--- src/rtl/if_id_reg.sv ---
// IF/ID pipeline register for the 5-stage MIPS core.
// Captures the fetched instruction and PC+4 each cycle, supports stall (hold)
// and flush (bubble insertion), and presents pre-sliced instruction fields.
// Optional stall/flush performance counters are enabled by defining
// IFID_PERF_CNT_EN; otherwise StallCount/FlushCount are tied to zero.
module if_id_reg #(
  parameter logic [31:0] NOP_INSTR = 32'h0000_0000,
  parameter logic [31:0] RESET_NPC = 32'h0000_3004
) (
  input  logic        clk,
  input  logic        rst,
  input  logic [31:0] InstrIn,
  input  logic [31:0] NPCIn,
  input  logic        WriteEnable,
  input  logic        Flush,
  output logic [31:0] InstrOut,
  output logic [31:0] NPCOut,
  output logic [31:0] PCOut,
  output logic        Valid,
  output logic [5:0]  Op,
  output logic [4:0]  Rs,
  output logic [4:0]  Rt,
  output logic [4:0]  Rd,
  output logic [4:0]  Shamt,
  output logic [5:0]  Funct,
  output logic [15:0] Imm16,
  output logic [31:0] StallCount,
  output logic [31:0] FlushCount
);

  logic [31:0] instr_reg;
  logic [31:0] npc_reg;
  logic        valid_reg;

  // Pipeline state: reset beats flush, flush beats stall, stall beats load.
  // A flush still lets NPC advance when the stage is otherwise enabled.
  always_ff @(posedge clk) begin
    if (rst) begin
      instr_reg <= NOP_INSTR;
      npc_reg   <= RESET_NPC;
      valid_reg <= 1'b0;
    end else if (Flush) begin
      instr_reg <= NOP_INSTR;
      valid_reg <= 1'b0;
      if (WriteEnable) begin
        npc_reg <= NPCIn;
      end
    end else if (WriteEnable) begin
      instr_reg <= InstrIn;
      npc_reg   <= NPCIn;
      valid_reg <= 1'b1;
    end
  end

  assign InstrOut = instr_reg;
  assign NPCOut   = npc_reg;
  assign Valid    = valid_reg;

  // The instruction's own PC; wraps modulo 2^32 with no special casing.
  assign PCOut = npc_reg - 32'd4;

  // Field slices come straight from the registered word, so they update in
  // the same cycle as InstrOut and carry no input-to-output path.
  assign Op    = instr_reg[31:26];
  assign Rs    = instr_reg[25:21];
  assign Rt    = instr_reg[20:16];
  assign Rd    = instr_reg[15:11];
  assign Shamt = instr_reg[10:6];
  assign Funct = instr_reg[5:0];
  assign Imm16 = instr_reg[15:0];

`ifdef IFID_PERF_CNT_EN
  logic [31:0] stall_cnt_reg;
  logic [31:0] flush_cnt_reg;

  // Saturating event counters; cleared only by reset.
  always_ff @(posedge clk) begin
    if (rst) begin
      stall_cnt_reg <= 32'd0;
      flush_cnt_reg <= 32'd0;
    end else if (Flush) begin
      if (flush_cnt_reg != 32'hFFFF_FFFF) begin
        flush_cnt_reg <= flush_cnt_reg + 32'd1;
      end
    end else if (!WriteEnable) begin
      if (stall_cnt_reg != 32'hFFFF_FFFF) begin
        stall_cnt_reg <= stall_cnt_reg + 32'd1;
      end
    end
  end

  assign StallCount = stall_cnt_reg;
  assign FlushCount = flush_cnt_reg;
`else
  assign StallCount = 32'd0;
  assign FlushCount = 32'd0;
`endif

endmodule

--- config.mk ---
export PLATFORM = sky130hd
export DESIGN_NAME = if_id_reg
export DESIGN_NICKNAME = d
export VERILOG_FILES = /design/src/rtl/if_id_reg.sv
export SDC_FILE = /design/constraint.sdc
export NUM_CORES = 1
export LEC_CHECK = 0
export CORE_MARGIN = 1.5
export CORE_UTILIZATION = 25
export CTS_CLUSTER_DIAMETER = 120
export CTS_CLUSTER_SIZE = 14
export DETAILED_ROUTE_END_ITERATION = 8
export DONT_BUFFER_PORTS = 1
export GPL_ROUTABILITY_DRIVEN = 0
export PLACE_DENSITY = 0.39
export SKIP_CTS_REPAIR_TIMING = 1
export SLEW_MARGIN = 20
export SYNTH_ARGS = -nofsm -noshare
export SYNTH_HDL_FRONTEND = slang
export SYNTH_SLANG_ARGS = --single-unit
--- constraint.sdc ---
create_clock -name clk -period 3.7 [get_ports clk]
set_input_delay 0.74 -clock clk [delete_from_list [all_inputs] [get_ports clk]]
set_output_delay 0.74 -clock clk [all_outputs]
set_load 0.01 [all_outputs]
==> summary.txt <==
Run status
  • Run status: complete, no violations

Drt
  • Residual DRC count: 0
  • Antenna viol nets, final: 0
  • First DRT Iteration DRCs: 37
  • Post-DR wirelength/cell: 14.0 microns
  • Drt via density: 4.08
  • Drt first pass iters: 4
  • Drt total wl: 7450 microns
  • Vias: 2174

Job
  • Max Cap Violations: 0

Floorplanning
  • Chip width: 123 microns
  • Die Area: 0.0153 sq mm
  • Std-Cell Core Area: 0.0140 sq mm
  • Row cnt: 43
  • I/O pins: 277
  • Initial Util: 25.8%
  • Die Span Y: 123 microns

Timing
  • Slew @ Worst Pin: 582 ps
  • Crit share post-route: 93.8%
  • Worst Skew: 0 ps
  • Final Hold Viols: 0
  • Final min period: 3470 ps
  • RSZ-0062 raised after global routing: false
  • Max Slew Vio Count: 0
  • Final setup viols: 0
  • Setup_tns: 0 ps
  • Hold_ws: 479 ps
  • Peak Freq: 288 MHz
  • Worst slew margin: 61.2%
  • Worst setup margin: 231 ps

Clock network
  • CTS tree: yes
  • Clock Tree Buf Depth: 2
  • H-tree depth: 3
  • Clock Latency Late Sink: 330 ps
  • Clock tree sinks: 65
  • CTS buffer count: 9
  • Clock-pin transition on the worst setup and hold timing paths: 50 ps
  • Clock root buffer: clkbuf_16

Setup path
  • Slowest stage cell, crit path: or4_4
  • Reg2reg setup slack: 2870 ps
  • Levels on crit path: 5
  • Worst setup path class: reg2out
  • Reg2reg path depth: 2
  • CP Launch Type: flip-flop
  • CP startpoint: NPCOut[18]$_SDFFE_PP0P_
  • Crit-path cells: or4_4 > or4_4 > or3_4 > nor3_1 > xor2_1
  • Crit Path Max Fanout: 7
  • Worst R2R End: InstrOut[11]$_SDFFE_PP0P_
  • Crit path buffers/inverters: 0
  • Crit path required time: 2960 ps
  • Crit path max-delay family: simple AND/OR/NAND/NOR gates
  • WP data arrival: 2730 ps
  • Crit-path max cell delay: 590 ps
  • R2r startpoint: InstrOut[11]$_SDFFE_PP0P_
  • End point of the critical path: PCOut[29]
  • Critical path endpoint category: primary output
  • Most common cell on crit path: or4_4

GRT
  • Initial antenna violation count: 0
  • Global-route wire length before repair: 10500 microns
  • Total global-route track usage: 9.56%
  • Grt ovf: 0
  • Vias in the first global route: 2040
  • Pin count of the biggest net entering global routing: 67

Logic synthesis
  • Area of the mapped netlist: 0.00363 sq mm
  • EDFF count, synth: 0
  • Top_reg_cell synth: dfxtp_1
  • Post-synthesis cell count: 403
  • Synth area leaders: dfxtp_1, buf_4, mux2i_1
  • Post-synthesis sequential area ratio: 35.8%
  • Post-synth top area cell: dfxtp_1
  • Mean Syn Cell Area: 9.01 sq um
  • Synth top area share: 35.8%
  • Synth warn: 0
  • Async SR Flop Fraction: 0%
  • Netlist cell types: 28
  • FF+latch count, synth: 65

Layout
  • Share of cells above drive strength 1: 5.67%
  • Diodes inserted: 0
  • Nets: 418
  • FILL cells: 1536
  • Layout area overhead: -4.00%

Place
  • Setup Slack @ Placement: 582 ps
  • # port buffers: 0
  • Post-DP HPWL: 5550 microns

Hold path
  • Worst hold path class: in2reg

Power
  • P_leak: 1.64 nW
  • PD cells: 518 mW/mm^2
  • Peak VDD IR: 0.165 mV
  • Power, Total: 1.81 mW
## registers in the layout, indices dropped and copies added (netlist names)
register,flops
InstrOut,32
NPCOut,32
Valid,1
## synthesized netlist by cell type (all sizes together) (2+ instances only)
cell / number
or3: 3
or2: 2
nor4: 5
xnor2: 7
dfxtp: 65
nand2: 11
nor3: 7
nand3: 3
or4: 3
clkbuf: 11
inv: 4
buf: 118
xor2: 19
nor2: 73
mux2i: 63
## worst min path at each step
stage	start	endpoint	slack [ps]	cells after the start
CTS	rst	NPCOut[31]$_SDFFE_PP0P_	450	1
detailed placement	Valid$_SDFFE_PP0P_	Valid$_SDFFE_PP0P_	510	2
global placement	Valid$_SDFFE_PP0P_	Valid$_SDFFE_PP0P_	510	2
finish	rst	NPCOut[30]$_SDFFE_PP0P_	480	1
global route	rst	NPCOut[5]$_SDFFE_PP0P_	460	1
floorplan	Valid$_SDFFE_PP0P_	Valid$_SDFFE_PP0P_	490	2
## stage by stage
| step | instance area [sq um] | instances | util (%) |
|---|---|---|---|
| finish | 3480 | 533 | 24.8 |
| global route | 3480 | 533 | 24.8 |
| CTS | 3480 | 533 | 24.8 |
| detailed placement | 3190 | 518 | 22.7 |
| global placement | 3190 | 518 | 22.7 |
| floorplan | 3870 | 466 | - |
## layout by cell type (no fill, tap or decap)
master	instances
nor4_1	4
o21ai_0	1
nand3_1	3
inv_1	4
nor3b_1	1
xor2_1	19
nor3_1	7
conb_1	64
mux2i_1	63
ha_1	1
or3_4	1
clkbuf_8	2
and3_1	1
xnor2_1	7
nor2_1	73
or4_4	2
buf_4	1
nor4b_1	1
clkinvlp_4	1
or3_1	2
nor2b_1	1
or2_2	2
bufinv_16	1
clkbuf_16	9
nand2_1	11
clkbuf_1	2
dfxtp_1	65
or4_1	1
nor4_4	1
o211ai_1	1
o31ai_1	1
## logic make-up after synthesis
logic type / after synthesis / share of synthesized area (%)
other: 1 / 0.103
multiplexers: 63 / 17.4
adder cells (fa/ha/maj): 1 / 0.345
XOR/XNOR: 26 / 6.27
AO/OA/AOI/OAI: 3 / 0.552
flip-flops: 65 / 35.8
buffers and inverters: 133 / 25.5
AND/OR/NAND/NOR: 111 / 14.0
## worst reg2reg max path: stages (launching register included)
cell     delay (ps)
dfxtp_1         550
mux2i_1         130
nor2_1           90
## layout make-up
class / instances / area (sq um) / area share, %
repair buffers: 1 / 7.51 / 0.215
clock inverters: 2 / 37.5 / 1.08
flip-flops and latches: 65 / 1300 / 37.3
clock buffers: 13 / 260 / 7.47
inverters: 4 / 15.0 / 0.431
well taps: 180 / 225 / 6.46
multi-input cells: 268 / 1640 / 47.0
## report_power, final
group	switching, mW	internal (mW)	total (mW)
clock network	0.294	0.554	0.848
registers	0.0698	0.734	0.804
logic	0.0939	0.0608	0.155
## metal layers
layer	wire, microns	global-route usage, %	vias up
met5	0	0	-
met4	179	6.25	0
met3	853	3.51	11
met2	3590	16.1	178
met1	2830	9.98	962
li1	-	-	1023
Power figures use the tool's default switching activity.
